$ cat config.mk
export PLATFORM = sky130hd
export DESIGN_NAME = mul_seq_multi_flat
export DESIGN_NICKNAME = d
export VERILOG_FILES = /design/src/rtl/mul_seq_multi_if.sv /design/src/rtl/mul_seq_multi.sv /design/src/flat_wrapper.sv
export SDC_FILE = /design/constraint.sdc
export NUM_CORES = 2
export LEC_CHECK = 0
export ABC_AREA = 1
export BUFFER_PORTS_ARGS = -buffer_cell sky130_fd_sc_hd__buf_2
export CAP_MARGIN = 10
export CORE_MARGIN = 2
export CORE_UTILIZATION = 38
export CTS_CLUSTER_SIZE = 40
export DETAILED_ROUTE_END_ITERATION = 12
export PLACE_DENSITY = 0.61
export SYNTH_ARGS = -nofsm -noshare
export SYNTH_HDL_FRONTEND = slang
export SYNTH_SLANG_ARGS = --single-unit
$ cat constraint.sdc
create_clock -name clk -period 5.99 [get_ports clk]
set_input_delay 1.4975 -clock clk [delete_from_list [all_inputs] [get_ports clk]]
set_output_delay 1.4975 -clock clk [all_outputs]
set_load 0.02 [all_outputs]
$ cat src/rtl/mul_seq_multi_if.sv
// Handshake and payload bundle for the iterative multiplier.
// The master drives operations in and consumes results; the slave is the multiplier.
interface mul_seq_multi_if #(
  parameter int unsigned WIDTH = 32,
  parameter int unsigned TAG_W = 5
);
  logic               flush;
  logic               in_valid;
  logic               in_ready;
  logic [1:0]         in_op;
  logic [WIDTH-1:0]   in_a;
  logic [WIDTH-1:0]   in_b;
  logic [TAG_W-1:0]   in_tag;
  logic               out_valid;
  logic               out_ready;
  logic [WIDTH-1:0]   out_result;
  logic [2*WIDTH-1:0] out_prod;
  logic [TAG_W-1:0]   out_tag;

  modport master (
    output flush, in_valid, in_op, in_a, in_b, in_tag, out_ready,
    input  in_ready, out_valid, out_result, out_prod, out_tag
  );

  modport slave (
    input  flush, in_valid, in_op, in_a, in_b, in_tag, out_ready,
    output in_ready, out_valid, out_result, out_prod, out_tag
  );
endinterface

$ cat src/rtl/mul_seq_multi.sv
// Iterative RV32M/RV64M multiplier: sign-magnitude operands, carry-save accumulation of
// PP_PER_CYC partial products per cycle. Define MUL_EARLY_OUT_EN to skip all-zero upper multiplier chunks.
module mul_seq_multi #(
  parameter int unsigned WIDTH      = 32,
  parameter int unsigned PP_PER_CYC = 8,
  parameter int unsigned TAG_W      = 5
) (
  input  logic          clk,
  input  logic          rst_n,
  mul_seq_multi_if.slave bus
);

  localparam int unsigned PW    = 2 * WIDTH;
  localparam int unsigned N     = WIDTH / PP_PER_CYC;
  localparam int unsigned CNT_W = $clog2(N + 1);

  localparam logic [1:0] S_IDLE = 2'd0;
  localparam logic [1:0] S_RUN  = 2'd1;
  localparam logic [1:0] S_DONE = 2'd2;

  localparam logic [1:0] OP_MUL    = 2'b00;
  localparam logic [1:0] OP_MULH   = 2'b01;
  localparam logic [1:0] OP_MULHSU = 2'b10;

  logic [1:0]       state, state_nxt;
  logic [CNT_W-1:0] cnt, cnt_nxt;
  logic [WIDTH-1:0] b_rem;
  logic [PW-1:0]    a_sh, sum_q, carry_q, sum_nxt, carry_nxt;
  logic             sgn_q;
  logic [1:0]       op_q;
  logic [TAG_W-1:0] tag_q;

  logic             out_valid_q;
  logic [WIDTH-1:0] out_result_q;
  logic [PW-1:0]    out_prod_q;
  logic [TAG_W-1:0] out_tag_q;

  logic             in_ready_c, accept_c, a_neg_c, b_neg_c, step_c, resolve_c;
  logic [WIDTH-1:0] a_mag_c, b_mag_c;
  logic [PW-1:0]    prod_mag_c, prod_c;

  // Flush beats handoff beats accept: nothing is taken while flush is high.
  assign in_ready_c = !bus.flush &&
                      ((state == S_IDLE) || ((state == S_DONE) && bus.out_ready));
  assign accept_c   = bus.in_valid && in_ready_c;

  assign a_neg_c = ((bus.in_op == OP_MULH) || (bus.in_op == OP_MULHSU)) && bus.in_a[WIDTH-1];
  assign b_neg_c = (bus.in_op == OP_MULH) && bus.in_b[WIDTH-1];
  assign a_mag_c = a_neg_c ? (~bus.in_a + WIDTH'(1)) : bus.in_a;
  assign b_mag_c = b_neg_c ? (~bus.in_b + WIDTH'(1)) : bus.in_b;

  // cnt counts absorbed chunks; cnt==N is the resolve cycle that enters DONE.
  assign step_c    = (state == S_RUN) && (cnt != CNT_W'(N));
  assign resolve_c = (state == S_RUN) && (cnt == CNT_W'(N));

`ifdef MUL_EARLY_OUT_EN
  assign cnt_nxt = ((b_rem >> PP_PER_CYC) == '0) ? CNT_W'(N) : (cnt + CNT_W'(1));
`else
  assign cnt_nxt = cnt + CNT_W'(1);
`endif

  // 3:2 compression of this cycle's partial products into the sum/carry pair.
  always_comb begin : csa
    logic [PW-1:0] pp;
    logic [PW-1:0] t;
    sum_nxt   = sum_q;
    carry_nxt = carry_q;
    pp        = '0;
    t         = '0;
    for (int j = 0; j < int'(PP_PER_CYC); j++) begin
      pp        = b_rem[j] ? (a_sh << j) : '0;
      t         = sum_nxt ^ carry_nxt ^ pp;
      carry_nxt = ((sum_nxt & carry_nxt) | (sum_nxt & pp) | (carry_nxt & pp)) << 1;
      sum_nxt   = t;
    end
  end

  assign prod_mag_c = sum_q + carry_q;
  assign prod_c     = sgn_q ? (~prod_mag_c + PW'(1)) : prod_mag_c;

  always_comb begin
    state_nxt = state;
    case (state)
      S_IDLE:  if (accept_c) state_nxt = S_RUN;
      S_RUN:   if (resolve_c) state_nxt = S_DONE;
      S_DONE:  if (bus.out_ready) state_nxt = accept_c ? S_RUN : S_IDLE;
      default: state_nxt = S_IDLE;
    endcase
    if (bus.flush) state_nxt = S_IDLE;
  end

  always_ff @(posedge clk or negedge rst_n) begin
    if (!rst_n) state <= S_IDLE;
    else        state <= state_nxt;
  end

  always_ff @(posedge clk or negedge rst_n) begin
    if (!rst_n) begin
      cnt          <= '0;
      b_rem        <= '0;
      a_sh         <= '0;
      sum_q        <= '0;
      carry_q      <= '0;
      sgn_q        <= 1'b0;
      op_q         <= '0;
      tag_q        <= '0;
      out_valid_q  <= 1'b0;
      out_result_q <= '0;
      out_prod_q   <= '0;
      out_tag_q    <= '0;
    end else begin
      out_valid_q <= (state_nxt == S_DONE);
      if (accept_c) begin
        cnt     <= '0;
        a_sh    <= PW'(a_mag_c);
        b_rem   <= b_mag_c;
        sum_q   <= '0;
        carry_q <= '0;
        sgn_q   <= a_neg_c ^ b_neg_c;
        op_q    <= bus.in_op;
        tag_q   <= bus.in_tag;
      end else if (step_c) begin
        cnt     <= cnt_nxt;
        a_sh    <= a_sh << PP_PER_CYC;
        b_rem   <= b_rem >> PP_PER_CYC;
        sum_q   <= sum_nxt;
        carry_q <= carry_nxt;
      end
      if (resolve_c && !bus.flush) begin
        out_prod_q   <= prod_c;
        out_result_q <= (op_q == OP_MUL) ? prod_c[WIDTH-1:0] : prod_c[PW-1:WIDTH];
        out_tag_q    <= tag_q;
      end
    end
  end

  assign bus.in_ready   = in_ready_c;
  assign bus.out_valid  = out_valid_q;
  assign bus.out_result = out_result_q;
  assign bus.out_prod   = out_prod_q;
  assign bus.out_tag    = out_tag_q;

endmodule

$ cat src/flat_wrapper.sv
// flat-port wrapper written by rule: the top's interface ports become plain ports
module mul_seq_multi_flat 
#(
  parameter int unsigned WIDTH      = 32,
  parameter int unsigned PP_PER_CYC = 8,
  parameter int unsigned TAG_W      = 5
)
  (clk, rst_n, bus_flush, bus_in_valid, bus_in_op, bus_in_a, bus_in_b, bus_in_tag, bus_out_ready, bus_in_ready, bus_out_valid, bus_out_result, bus_out_prod, bus_out_tag);
  mul_seq_multi_if #(.WIDTH(WIDTH), .TAG_W(TAG_W)) bus_i ();
  input  logic clk;
  input  logic rst_n;
  input wire logic [$bits(bus_i.flush)-1:0] bus_flush;
  input wire logic [$bits(bus_i.in_valid)-1:0] bus_in_valid;
  input wire logic [$bits(bus_i.in_op)-1:0] bus_in_op;
  input wire logic [$bits(bus_i.in_a)-1:0] bus_in_a;
  input wire logic [$bits(bus_i.in_b)-1:0] bus_in_b;
  input wire logic [$bits(bus_i.in_tag)-1:0] bus_in_tag;
  input wire logic [$bits(bus_i.out_ready)-1:0] bus_out_ready;
  output wire logic [$bits(bus_i.in_ready)-1:0] bus_in_ready;
  output wire logic [$bits(bus_i.out_valid)-1:0] bus_out_valid;
  output wire logic [$bits(bus_i.out_result)-1:0] bus_out_result;
  output wire logic [$bits(bus_i.out_prod)-1:0] bus_out_prod;
  output wire logic [$bits(bus_i.out_tag)-1:0] bus_out_tag;
  assign bus_i.flush = bus_flush;
  assign bus_i.in_valid = bus_in_valid;
  assign bus_i.in_op = bus_in_op;
  assign bus_i.in_a = bus_in_a;
  assign bus_i.in_b = bus_in_b;
  assign bus_i.in_tag = bus_in_tag;
  assign bus_i.out_ready = bus_out_ready;
  assign bus_in_ready = bus_i.in_ready;
  assign bus_out_valid = bus_i.out_valid;
  assign bus_out_result = bus_i.out_result;
  assign bus_out_prod = bus_i.out_prod;
  assign bus_out_tag = bus_i.out_tag;
  mul_seq_multi #(.WIDTH(WIDTH), .PP_PER_CYC(PP_PER_CYC), .TAG_W(TAG_W)) u_core (.clk(clk), .rst_n(rst_n), .bus(bus_i));
endmodule
==> qor.yml <==
status:
  outcome: "finished clean"
clocking:
  cts-buffers-inserted: 41
  cts_tree: "yes"
  clock_latency_ns: 0.59
  post_cts.repair.setup_buffers: 0
  cts_buffer_depth: 3
  path_clk_slew_ns: 0.07
  htree_levels: 2
  clkSinkCount: 331
  root_buffer: "clkbuf_16"
  ctsResizeCount: 0
  hold_buffers: 0
sta:
  period_share: 0.938
  finalSetupViolCount: 0
  worstMarginPinSlew_ns: 1.05
  rsz0062_at_grt: "false"
  layout_min_cycle_time_ns: 5.62
  setup_ws_ns: 0.373
  final.setup_skew_ns: 0.0366
  hold_viol: 0
  slew_violations: 0
  setup_tns_ns: 0
  relSlewSlack: 0.291
  max_freq_mhz: 178
critical_path:
  worstPathArrival_ns: 6.07
  reg2reg_from: "u_core.b_rem[0]$_DFFE_PN0P_"
  reg2reg_to: "u_core.sum_q[63]$_DFFE_PN0P_"
  cp_num_buf_inv: 4
  slowest_stage: "dfrtp_2"
  crit_path_max_fanout: 27
  r2r_slack_ns: 0.37
  worstSetupEndpointType: "flip-flop"
  reg2reg_depth: 17
  required_ns: 6.44
  start_kind: "flip-flop"
  cp_common_cell: "fa_1"
  worst-path-stages: 17
  crit_type: "reg2reg"
  cp-startpoint: "u_core.b_rem[0]$_DFFE_PN0P_"
  critical-path-top-delay-family: "adder cells"
  cpPeakStageDelay_ns: 0.85
  worstPathCellList: "buf_4, nand2_1, inv_1, fa_1, inv_1, fa_1, fa_1, fa_1, inv_1, fa_1, fa_1, fa_1, xnor2_1, xnor2_1, xor2_1, or2_2, a32o_1"
  endpoint: "u_core.sum_q[63]$_DFFE_PN0P_"
global_routing:
  grt_overflow_total: 0
  grtUsageTotal: 0.236
  grt_start_max_net_pins: 138
  first_global_vias: 29770
  grt_pass1_wl_um: 172000
  antenna_found_initial: 9
final_layout:
  layout-drive-gt1-share: 0.0719
  final_nets: 5215
  area_growth_pct: 9.91
  final_cells: 5812
yosys:
  yosys_register_bits: 331
  synth_xor_area_frac: 0.0267
  synth.largest_area_cell: "fa_1"
  muxShareOfSynthArea: 0
  synth-edff-count: 0
  ys_warn_count: 0
  netlist_instances: 4545
  postSynth.asyncResetShare: 1.00
  ys_types: 48
  syn_nets: 5159
  yosys.area.top_type_share: 0.272
  synth-compound-area-share: 0.0831
  synthTopCellsByArea: "fa_1 27%, dfrtp_1 24%, nand2_1 16%"
  synthTopCellsByCount: "1516 x nand2_1, 848 x inv_1, 469 x fa_1"
  synthAdderAreaFrac: 0.297
  yosys.area_share.simple: 0.239
  synthFlopType: "dfrtp_1"
  syn_avg_cell_area_sq_um: 7.61
  synth_top_family_by_area: "adder cells"
  yosysSeqAreaShare: 0.240
  synth_most_common_cell: "nand2_1"
  syn_area_sq_um: 34600
routing:
  ant_nets: 0
  drt_iter0_markers: 2129
  wl_per_cell_um: 18.5
  drt_pass1_iterations: 5
  via_count: 29537
  drt-total-wl_um: 107000
  viasPerCell: 5.08
  drc: 0
floorplanning:
  fp.dieW_um: 306
  coreArea_sq_um: 90100
  start_util: 0.384
  ios: 179
  die_area_sq_um: 93400
  rows: 110
  dieHeight_um: 306
placement:
  place_inst: 5734
  dp_hpwl_um: 85400
  post-place-ws_ns: 0.412
  finalWeightedCongestion: 0.994
  port_buffers: 178
power:
  peakVddDrop_uv: 234
  leakagePower_nw: 19.3
  power_density_nw_per_um2: 548
run:
  drv_cap: 0
hold_path:
  hold_class: "reg2reg"
-- cells by family (layout without fill, tap and decap cells) --
kind of cell             after synthesis  in the layout
AO/OA/AOI/OAI                        442            442
XOR/XNOR                             103            103
adder cells (fa/ha/maj)              538            538
buffers and inverters               1063           1148
flip-flops                           331            331
other                                  0              6
AND/OR/NAND/NOR                     2068           2068
-- report_power, final --
group	switching, mW	internal [mW]
sequential	1.06	2.91
combinational	8.51	5.71
clock	1.07	1.55
-- through the flow --
step           instance area (sq um)   util  hold WS [ns]  power, mW
2_1_floorplan                  34600      -         0.449       14.1
6_report                       38000  0.422         0.471       20.8
4_1_cts                        38000  0.421         0.477       20.9
3_5_place_dp                   36600  0.406         0.461       18.2
3_3_place_gp                   36600  0.406         0.458       17.8
5_1_grt                        38000  0.421         0.491       23.3
-- per-layer routing --
| metal | GRT usage | vias to the layer above | wire [um] |
|---|---|---|---|
| met3 | 0.0326 | 148 | 5850 |
| met2 | 0.380 | 816 | 49000 |
| met5 | 0 | - | 41 |
| met4 | 0.0627 | 6 | 2920 |
| li1 | - | 13901 | - |
| met1 | 0.333 | 14666 | 49500 |
-- how the worst min path moves through the flow --
| stage | startpoint | end | cells after the start |
|---|---|---|---|
| after floorplan | u_core.b_rem[12]$_DFFE_PN0P_ | u_core.b_rem[12]$_DFFE_PN0P_ | 2 |
| after global placement | u_core.bus.out_prod[33]$_DFFE_PN0P_ | u_core.bus.out_prod[33]$_DFFE_PN0P_ | 2 |
| after detailed placement | u_core.bus.out_prod[9]$_DFFE_PN0P_ | u_core.bus.out_prod[9]$_DFFE_PN0P_ | 2 |
| after CTS | u_core.bus.out_prod[9]$_DFFE_PN0P_ | u_core.bus.out_prod[9]$_DFFE_PN0P_ | 2 |
| after global routing | u_core.bus.out_result[27]$_DFFE_PN0P_ | u_core.bus.out_result[27]$_DFFE_PN0P_ | 2 |
| final | u_core.bus.out_prod[9]$_DFFE_PN0P_ | u_core.bus.out_prod[9]$_DFFE_PN0P_ | 2 |
-- flip-flops by register name, indices dropped and copies added, names as in the netlist --
signal / flops
u_core.a_sh: 64
u_core.b_rem: 32
u_core.bus.out_prod: 64
u_core.bus.out_result: 32
u_core.bus.out_tag: 5
u_core.bus.out_valid: 1
u_core.carry_q: 56
u_core.cnt: 3
u_core.op_q: 2
u_core.sgn_q: 1
u_core.state: 2
u_core.sum_q: 64
u_core.tag_q: 5
-- worst reg2reg max path: cells and delay by family (launching register included) --
kind	cells	cell delay (ns)
compound gates	1	0.22
xor+xnor	3	0.48
flops	1	0.85
buf+inv	4	0.66
simple gates	2	0.37
fa+ha+maj	7	2.91
-- layout make-up --
type / count / area, sq um
clock inverters: 18 / 244
diodes: 6 / 15.0
well taps: 1176 / 1470
clock buffers: 54 / 1130
multi-input cells: 3151 / 22300
repair buffers: 223 / 1310
fillers: 9289 / 52100
flip-flops and latches: 331 / 8290
inverters: 853 / 3200
-- cells in the final DEF (no fill, tap or decap), types with 22 or more instances in the layout --
| cell type | count |
|---|---|
| a21oi_1 | 72 |
| a22o_1 | 98 |
| a31oi_1 | 25 |
| buf_2 | 177 |
| buf_4 | 39 |
| clkbuf_16 | 41 |
| dfrtp_1 | 322 |
| fa_1 | 469 |
| ha_1 | 69 |
| inv_1 | 847 |
| nand2_1 | 1514 |
| nand3_1 | 147 |
| nand4_1 | 42 |
| nor2_1 | 282 |
| nor3_1 | 34 |
| o211ai_1 | 22 |
| o21ai_0 | 132 |
| o221ai_1 | 26 |
| o22ai_1 | 39 |
| xnor2_1 | 42 |
| xor2_1 | 58 |
Power figures use the tool's default switching activity.
